## src/rtl/led_cmd_sched.sv

```systemverilog
// Round-robin scheduler sharing the LED controller's write/cmd port among N_REQ requesters.
// Optional auto-stop timeout is compiled in with `define LED_SCHED_TIMEOUT_EN.
//
// state | meaning
// ------+-----------------------------------------------------------------
// IDLE  | waiting; arbitrates requests (or a pending timeout stop)
// ISSUE | one cycle: gnt pulse, write pulse if the command changes the LED
// HOLD  | forced quiet time after a forwarded command, HOLD_CYCLES long
module led_cmd_sched #(
    parameter int N_REQ          = 4,
    parameter int HOLD_CYCLES    = 8,
    parameter int TIMEOUT_CYCLES = 1000
) (
    input  logic             clk,
    input  logic             reset,
    input  logic [N_REQ-1:0] req,
    input  logic [N_REQ-1:0] req_cmd,
    output logic [N_REQ-1:0] gnt,
    output logic             write,
    output logic             cmd,
    output logic             busy,
    output logic             led_on
);

    localparam int PW = (N_REQ > 1) ? $clog2(N_REQ) : 1;
    localparam int HW = (HOLD_CYCLES > 0) ? $clog2(HOLD_CYCLES + 1) : 1;
    localparam logic [HW-1:0] HOLD_LOAD = HW'(HOLD_CYCLES);
    localparam logic [PW-1:0] PTR_LAST  = PW'(N_REQ - 1);

    typedef enum logic [1:0] {
        IDLE  = 2'd0,
        ISSUE = 2'd1,
        HOLD  = 2'd2
    } state_t;

    state_t           state, state_nxt;
    logic [PW-1:0]    ptr, ptr_nxt;
    logic [HW-1:0]    hold_cnt, hold_cnt_nxt;
    logic [N_REQ-1:0] gnt_nxt;
    logic             write_nxt, cmd_nxt, led_on_nxt;
    logic [PW-1:0]    win_idx;
    logic             win_found;
    logic             to_pending;
    int               cand;

    // Round-robin search starting at ptr.
    always_comb begin
        win_found = 1'b0;
        win_idx   = '0;
        cand      = 0;
        for (int i = 0; i < N_REQ; i++) begin
            cand = int'(ptr) + i;
            if (cand >= N_REQ) cand = cand - N_REQ;
            if (!win_found && req[cand[PW-1:0]]) begin
                win_found = 1'b1;
                win_idx   = cand[PW-1:0];
            end
        end
    end

    always_comb begin
        state_nxt    = state;
        ptr_nxt      = ptr;
        hold_cnt_nxt = hold_cnt;
        gnt_nxt      = '0;
        write_nxt    = 1'b0;
        cmd_nxt      = 1'b0;
        led_on_nxt   = led_on;
        case (state)
            IDLE: begin
                // A pending timeout stop outranks every requester and leaves ptr alone.
                if (to_pending) begin
                    state_nxt = ISSUE;
                    write_nxt = 1'b1;
                    cmd_nxt   = 1'b0;
                end else if (win_found) begin
                    state_nxt        = ISSUE;
                    gnt_nxt[win_idx] = 1'b1;
                    cmd_nxt          = req_cmd[win_idx];
                    write_nxt        = (req_cmd[win_idx] != led_on);
                    ptr_nxt          = (win_idx == PTR_LAST) ? '0 : win_idx + 1'b1;
                end
            end
            ISSUE: begin
                state_nxt = IDLE;
                if (write) begin
                    led_on_nxt = cmd;
                    if (HOLD_CYCLES > 0) begin
                        state_nxt    = HOLD;
                        hold_cnt_nxt = HOLD_LOAD;
                    end
                end
            end
            HOLD: begin
                hold_cnt_nxt = (hold_cnt != '0) ? hold_cnt - 1'b1 : '0;
                if (hold_cnt <= HW'(1)) state_nxt = IDLE;
            end
            default: state_nxt = IDLE;
        endcase
    end

    always_ff @(posedge clk or posedge reset) begin
        if (reset) begin
            state    <= IDLE;
            ptr      <= '0;
            hold_cnt <= '0;
        end else begin
            state    <= state_nxt;
            ptr      <= ptr_nxt;
            hold_cnt <= hold_cnt_nxt;
        end
    end

    always_ff @(posedge clk or posedge reset) begin
        if (reset) begin
            gnt    <= '0;
            write  <= 1'b0;
            cmd    <= 1'b0;
            busy   <= 1'b0;
            led_on <= 1'b0;
        end else begin
            gnt    <= gnt_nxt;
            write  <= write_nxt;
            cmd    <= cmd_nxt;
            busy   <= (state_nxt != IDLE);
            led_on <= led_on_nxt;
        end
    end

`ifdef LED_SCHED_TIMEOUT_EN
    localparam int TW = $clog2(TIMEOUT_CYCLES + 1);
    localparam logic [TW-1:0] TO_LIMIT = TW'(TIMEOUT_CYCLES);

    logic [TW-1:0] to_cnt;

    // Counts cycles with the LED on; saturates at the limit until a stop is forwarded.
    always_ff @(posedge clk or posedge reset) begin
        if (reset) begin
            to_cnt <= '0;
        end else if (state == ISSUE && write && !cmd) begin
            to_cnt <= '0;
        end else if (led_on && to_cnt != TO_LIMIT) begin
            to_cnt <= to_cnt + 1'b1;
        end
    end

    assign to_pending = led_on && (to_cnt == TO_LIMIT);
`else
    logic unused_timeout;
    assign unused_timeout = (TIMEOUT_CYCLES > 0);
    assign to_pending     = 1'b0;
`endif

endmodule

```

## config.mk

```make
export PLATFORM = sky130hd
export DESIGN_NAME = led_cmd_sched
export DESIGN_NICKNAME = d
export VERILOG_FILES = /design/src/rtl/led_cmd_sched.sv
export SDC_FILE = /design/constraint.sdc
export NUM_CORES = 1
export LEC_CHECK = 0
export ABC_AREA = 1
export ABC_CLOCK_PERIOD_IN_PS = 4950
export BUFFER_PORTS_ARGS = -buffer_cell sky130_fd_sc_hd__clkbuf_2
export CAP_MARGIN = 5
export CORE_MARGIN = 2
export CORE_UTILIZATION = 58
export CTS_BUF_LIST = sky130_fd_sc_hd__clkbuf_16
export CTS_CLUSTER_SIZE = 25
export DETAILED_ROUTE_END_ITERATION = 6
export GPL_TIMING_DRIVEN = 0
export PLACE_DENSITY = 0.81
export RECOVER_POWER = 50
export SKIP_CTS_REPAIR_TIMING = 1
export SLEW_MARGIN = 20
export SYNTH_ARGS = -nofsm -noshare
export SYNTH_HDL_FRONTEND = slang
export SYNTH_SLANG_ARGS = --single-unit
```

## constraint.sdc

```tcl
create_clock -name clk -period 4.95 [get_ports clk]
set_input_delay 0.99 -clock clk [delete_from_list [all_inputs] [get_ports clk]]
set_output_delay 0.99 -clock clk [all_outputs]
set_load 0.01 [all_outputs]
```

==> results of run 1 <==
==> worst register-to-register path, stage by stage (launching register included) <==
cell     delay [ns]
dfrtp_1        0.37
buf_6          0.15
inv_8          0.09
nand2_2        0.06
nand3_1        0.11
nand2_2        0.10
nor2_4         0.16
nand3_4        0.11
nand3_4        0.13
inv_1          0.08
ha_1           0.29
nand2_1        0.06
o21ai_1        0.06
==> per-stage QoR <==
stage / power, mW / hold slack (ns) / instance area, sq um / worst slack, ns / util [%]
3_3_place_gp: 0.7947 / 0.4649 / 1177 / 2.519 / 68.19
6_report: 0.9715 / 0.5280 / 1256 / 2.728 / 72.75
5_1_grt: 1.075 / 0.5704 / 1256 / 2.597 / 72.75
4_1_cts: 0.9767 / 0.5257 / 1256 / 2.725 / 72.75
3_5_place_dp: 0.8172 / 0.5167 / 1177 / 2.472 / 68.19
2_1_floorplan: 0.6960 / 0.4828 / 1061 / 2.743 / -
==> cells in the final DEF (no fill, tap or decap), drive strengths merged <==
cell type	Yosys	routed
nand2	56	56
inv	25	25
clkbuf	0	20
dfrtp	16	16
nand3	16	16
nor2	10	10
o21ai	6	6
ha	4	4
o31ai	3	3
nand4	3	3
clkinv	1	2
buf	1	1
nor3	1	1
o211ai	1	1
==> registers in the layout (all words and copies together), names as in the netlist <==
register,count
state,2
cmd,1
gnt,4
led_on,1
busy,1
hold_cnt,4
ptr,2
write,1
==> cell type report <==
type                       instances  share of cell area (%)
inverter                          26                   8.367
sequential                        16                   31.87
buffer                             1                  0.8964
clock buffer                       3                   5.976
clock inverter                     1                  0.2988
timing repair buffer              17                   6.773
multi-input combinational        100                   43.33
tap                               25                   2.490
==> worst max-delay path by stage <==
stage | startpoint | end | slack [ns] | depth (start not counted)
6_report | req[1] | ptr[1] | 2.73 | 12
5_1_grt | req[1] | ptr[1] | 2.60 | 12
4_1_cts | req[1] | ptr[1] | 2.73 | 12
3_5_place_dp | req[1] | ptr[1] | 2.47 | 12
3_3_place_gp | req[1] | ptr[1] | 2.52 | 12
2_1_floorplan | req[1] | ptr[1] | 2.74 | 11
==> report_power, final <==
group / internal (mW) / total (mW) / switching [mW]
clock network: 0.107 / 0.155 / 0.0480
registers: 0.185 / 0.220 / 0.0352
logic: 0.205 / 0.596 / 0.392
==> metal layers <==
| metal | global-route usage (%) | up-vias | wire [microns] |
|---|---|---|---|
| li1 | - | 484 | - |
| met1 | 26.57 | 412 | 875 |
| met2 | 38.90 | 24 | 1030 |
| met3 | 2.308 | 5 | 60 |
| met4 | 13.89 | 0 | 56 |
| met5 | 0 | - | 0 |
==> cells by family after synthesis <==
kind of cell             share of synthesized area [%]
buffers and inverters                            10.97
AO/OA/AOI/OAI                                    5.660
flip-flops                                       37.74
adder cells (fa/ha/maj)                          4.717
AND/OR/NAND/NOR                                  40.92
==> reports/results.txt, run 1 <==
Fin Setup TNS: 0 ns
Worst-path clk slew: 0.05 ns
clock tree root driver cell: clkbuf_16
post-synthesis async set-or-reset flop share: 100.0%
Final setup viols: 0
hold depth: 2
commonest cells in the netlist: nand2_1, inv_1, dfrtp_1
ys flop type: dfrtp_1
footprint of the multi-input gates: 544.3 sq um
Mapped Nets: 157
minimum clock period: 2.222 ns
max cap viols: 0
initial DRC count: 15
Cell Chain, Critical Path: clkbuf_2, inv_1, nand2_1, nand3_1, nand2_2, nor2_4, nand3_4, nand3_4, inv_1, ha_1, nand2_1, o21ai_1
hold path endpoint: led_on
Layout Cells excl Fill: 189
number of synthesized flops with an enable pin: 0
IR drop worst, VDD: 0.0004152 V
crit path DAT: 2.35 ns
status: finished, final reports clean
diodes inserted: 0
worst stage delay on the critical path: 0.29 ns
Max clock buf depth: 2
fraction of layout cells with a size suffix above 1: 27.44%
count leader, synth: nand2_1
leakage power: 0.7172 nW
Fillers: 135
post-route DRC violation count: 0
final worst path period share: 44.88%
vias in the first global route: 793
pwr dens: 773.3 nW/um^2
CORE AREA: 1727 sq um
fmax: 450.1 MHz
Vias: 925
Synth top area share: 37.74%
grt ovf: 0
worst path bufs/invs: 3
worst r2r src: ptr[0]
cell accounting for the most synthesized area: dfrtp_1
Syn-to-layout area delta: 18.40%
Syn Inst Count: 143
reg2reg end: ptr[1]
Die Y: 46.77 microns
# port buffers: 17
worst path required time: 5.08 ns
Post-Place Cells: 185
Register-to-Register Path Depth: 12
path type of the worst min-delay path: flip-flop to flip-flop
overall routing resource usage: 22.48%
largest net degree at the start of global routing: 17
max-slew violations: 0
ranking of synthesized cells by area: dfrtp_1, nand2_1, nand2_2
via/cell ratio: 4.894
Worst path top cell family by delay: simple AND/OR/NAND/NOR gates
Avg WL per Cell: 10.70 microns
Starting Density: 61.45%
GP Congestion: 0.8691
Final ANT Viol Nets: 0
Pre-antenna DRT Iters: 4
fin nets: 179
CP Launch Type: primary input
initial antenna violation count: 0
Detailed Place HPWL: 1557 microns
yosys warns: 0
Slew headroom: 61.37%
worst-margin pin slew: 0.5788 ns
H-tree depth: 1
Worst-Skew Late Latency: 0.24 ns
CP max-delay cell: ha_1
cts bufs inserted: 3
critical path endpoint category: flip-flop
Die Area: 2187 sq um
Worst Skew: 0.001079 ns
RSZ-0062 raised after global routing: no
Yosys reg bits: 16
first-pass GRT wire length: 3429 microns
worst reg-to-reg setup slack: 3.05 ns
post-synthesis sequential area ratio: 37.74%
row cnt: 15
mapped cell area: 1061 sq um
Setup CP Type: primary input to flip-flop
CP max FO: 6
Chip Width: 46.77 microns
CTS tree: done
Post-Syn Area per Cell: 7.420 sq um
Cell variety after synth: 21
DRT Wirelength: 2023 microns
I/O pins: 18
register area: 400.4 sq um
clk sinks: 16
HP Start: cmd
Hold Fails Final Rpt: 0
Note: power is estimated with default switching activity, not from simulation.
==> run 2: changes to the inputs <==
--- a/config.mk
+++ b/config.mk
@@ -5,17 +5,17 @@
 export SDC_FILE = /design/constraint.sdc
 export NUM_CORES = 1
 export LEC_CHECK = 0
-export ABC_AREA = 1
-export ABC_CLOCK_PERIOD_IN_PS = 4950
+export ABC_AREA = 0
+export ABC_CLOCK_PERIOD_IN_PS = 2300
 export BUFFER_PORTS_ARGS = -buffer_cell sky130_fd_sc_hd__clkbuf_2
 export CAP_MARGIN = 5
 export CORE_MARGIN = 2
-export CORE_UTILIZATION = 58
+export CORE_UTILIZATION = 52
 export CTS_BUF_LIST = sky130_fd_sc_hd__clkbuf_16
 export CTS_CLUSTER_SIZE = 25
 export DETAILED_ROUTE_END_ITERATION = 6
 export GPL_TIMING_DRIVEN = 0
-export PLACE_DENSITY = 0.81
+export PLACE_DENSITY = 0.75
 export RECOVER_POWER = 50
 export SKIP_CTS_REPAIR_TIMING = 1
 export SLEW_MARGIN = 20
==> constraint.sdc (replaced) <==
create_clock -name clk -period 2.3 [get_ports clk]
set_input_delay 0.46 -clock clk [delete_from_list [all_inputs] [get_ports clk]]
set_output_delay 0.46 -clock clk [all_outputs]
set_load 0.01 [all_outputs]
==> run 2 against run 1 <==
Sequential share of layout area grew 6.5 points; largest power group is now sequential cells; worst setup slack worse by 2.3 ns; largest cell class unchanged; die area down 8.6%; count of clock-buffer cells in the layout is the same; area after synthesis down 19%.
==> reports/results.txt, run 2 <==
leakage power: 0.5113 nW
cts bufs inserted: 3
GR Util met1: 22.22%
Worst-Skew Late Latency: 0.25 ns
crit path DAT: 2.02 ns
Fillers: 115
Syn Inst Count: 88
Final ANT Viol Nets: 0
Max clock buf depth: 2
Hold Fails Final Rpt: 0
DRT Wirelength: 1593 microns
Syn-to-layout area delta: 21.19%
Avg WL per Cell: 12.74 microns
CORE AREA: 1524 sq um
Worst-path clk slew: 0.05 ns
post-synthesis async set-or-reset flop share: 100.0%
biggest regs: gnt: 4 flops, hold_cnt: 4 flops
Fin Setup TNS: 0 ns
Final setup viols: 0
Setup CP Type: flip-flop to flip-flop
count leader, synth: dfrtp_1
Register-to-Register Path Depth: 5
fin nets: 124
Compound-Gate Fraction of Synth Area: 15.09%
post-synthesis sequential area ratio: 46.44%
yosys warns: 0
max cap viols: 0
vias in the first global route: 647
Layout Cells excl Fill: 125
Post-Place Cells: 121
initial DRC count: 14
GP Congestion: 0.7481
XOR/XNOR Fraction of Synth Area: 0%
IR drop worst, VDD: 0.0006564 V
Slew headroom: 61.33%
worst reg-to-reg setup slack: 0.45 ns
Synth top area share: 46.44%
ranking of synthesized cells by area: dfrtp_1, ha_1, and2_1
worst path required time: 2.47 ns
post-route DRC violation count: 0
minimum clock period: 1.852 ns
Worst Skew: 0.004550 ns
Synth Area in Adders: 5.806%
Detailed Place HPWL: 1163 microns
clk sinks: 16
worst-margin pin slew: 0.5794 ns
cell accounting for the most synthesized area: dfrtp_1
worst stage delay on the critical path: 0.55 ns
Pre-antenna DRT Iters: 4
worst r2r src: ptr[0]
diodes inserted: 0
mux cell area share after synthesis: 2.467%
largest net degree at the start of global routing: 17
max-slew violations: 0
mapped cell area: 862.1 sq um
ys flop type: dfrtp_1
fmax: 540.0 MHz
pwr dens: 1279 nW/um^2
most frequent cells in the layout: dfrtp_1, clkbuf_2, nand2_1
row cnt: 14
Cell variety after synth: 30
Yosys reg bits: 16
met2 Usage GRT: 31.01%
clock tree root driver cell: clkbuf_16
most used routing layer: met2
# port buffers: 17
CTS tree: done
initial antenna violation count: 0
H-tree depth: 1
first-pass GRT wire length: 2628 microns
Vias: 715
final worst path period share: 80.52%
critical path endpoint category: flip-flop
via/cell ratio: 5.720
I/O pins: 18
GRT met3 Usage: 2.400%
CP Launch Type: flip-flop
grt ovf: 0
CP max FO: 8
CP max-delay cell: or4_4
Cell Chain, Critical Path: nor2b_1, or4_4, a21bo_1, a32oi_2, mux2i_1
Starting Density: 56.57%
fraction of layout cells with a size suffix above 1: 22.94%
status: finished, final reports clean
RSZ-0062 raised after global routing: no
commonest cells in the netlist: dfrtp_1, nand2_1, and2_1, nor2_1
Mapped Nets: 102
reg2reg end: write
Die Y: 44.72 microns
path type of the worst min-delay path: primary input to async pin
Post-Syn Area per Cell: 9.796 sq um
simple-gate share of the synthesized area: 27.58%
Die Area: 1999 sq um
number of synthesized flops with an enable pin: 0
largest family of logic cells by synthesized area: simple AND/OR/NAND/NOR gates
Chip Width: 44.72 microns
overall routing resource usage: 18.36%
[run 2: cell type report]
| type | count | area, sq um | area share (%) |
|---|---|---|---|
| multi-input cells | 66 | 439.2 | 42.04 |
| clock inverters | 1 | 3.754 | 0.3593 |
| flip-flops and latches | 16 | 400.4 | 38.32 |
| plain buffers | 1 | 3.754 | 0.3593 |
| inverters | 5 | 18.77 | 1.796 |
| well taps | 16 | 20.02 | 1.916 |
| clock buffers | 3 | 75.07 | 7.186 |
| repair buffers | 17 | 83.83 | 8.024 |
[run 2: per-stage QoR]
step                      worst slack, ns  power [mW]  instance area [sq um]  hold slack (ns)  util (%)
after floorplan                    0.4955      0.8526                  862.1           0.3737         -
after global placement             0.2821      0.9829                  967.2           0.4710     63.46
after detailed placement           0.2828       1.003                  967.2           0.4762     63.46
after CTS                          0.4488       1.350                   1046           0.2788     68.64
after global routing               0.3441       1.435                   1045           0.3382     68.55
final                              0.4481       1.336                   1045           0.2479     68.55
[run 2: worst max-delay path: cells and delay by family (launching register included)]
| family | cells | cell delay [ns] |
|---|---|---|
| mux | 1 | 0.20 |
| compound gates | 2 | 0.44 |
| simple gates | 2 | 0.67 |
| flops | 1 | 0.46 |
[run 2: where the power goes]
part / switching [mW] / internal, mW
Sequential: 0.111 / 0.401
Clock: 0.106 / 0.230
Combinational: 0.264 / 0.224
[run 2: cells by family after synthesis]
kind of cell | count (synthesis)
muxes | 2
and+or+nand+nor | 42
buffers and inverters | 6
adders and majority gates | 4
DFF | 16
AOI/OAI and AO/OA | 18
[run 2: per-layer routing]
| metal | vias up | routed length (microns) |
|---|---|---|
| met2 | 23 | 785 |
| li1 | 350 | - |
| met4 | 0 | 39 |
| met1 | 337 | 708 |
| met3 | 5 | 59 |
| met5 | - | 0 |
[run 2: how the worst max path moves through the flow]
stage                 from     to  slack, ns  cells after the start
global placement    req[2]  write       0.28                      6
detailed placement  req[2]  write       0.28                      6
global route        ptr[1]  write       0.34                      5
floorplan           req[2]  write       0.50                      5
finish              ptr[0]  write       0.45                      5
CTS                 ptr[1]  write       0.45                      5
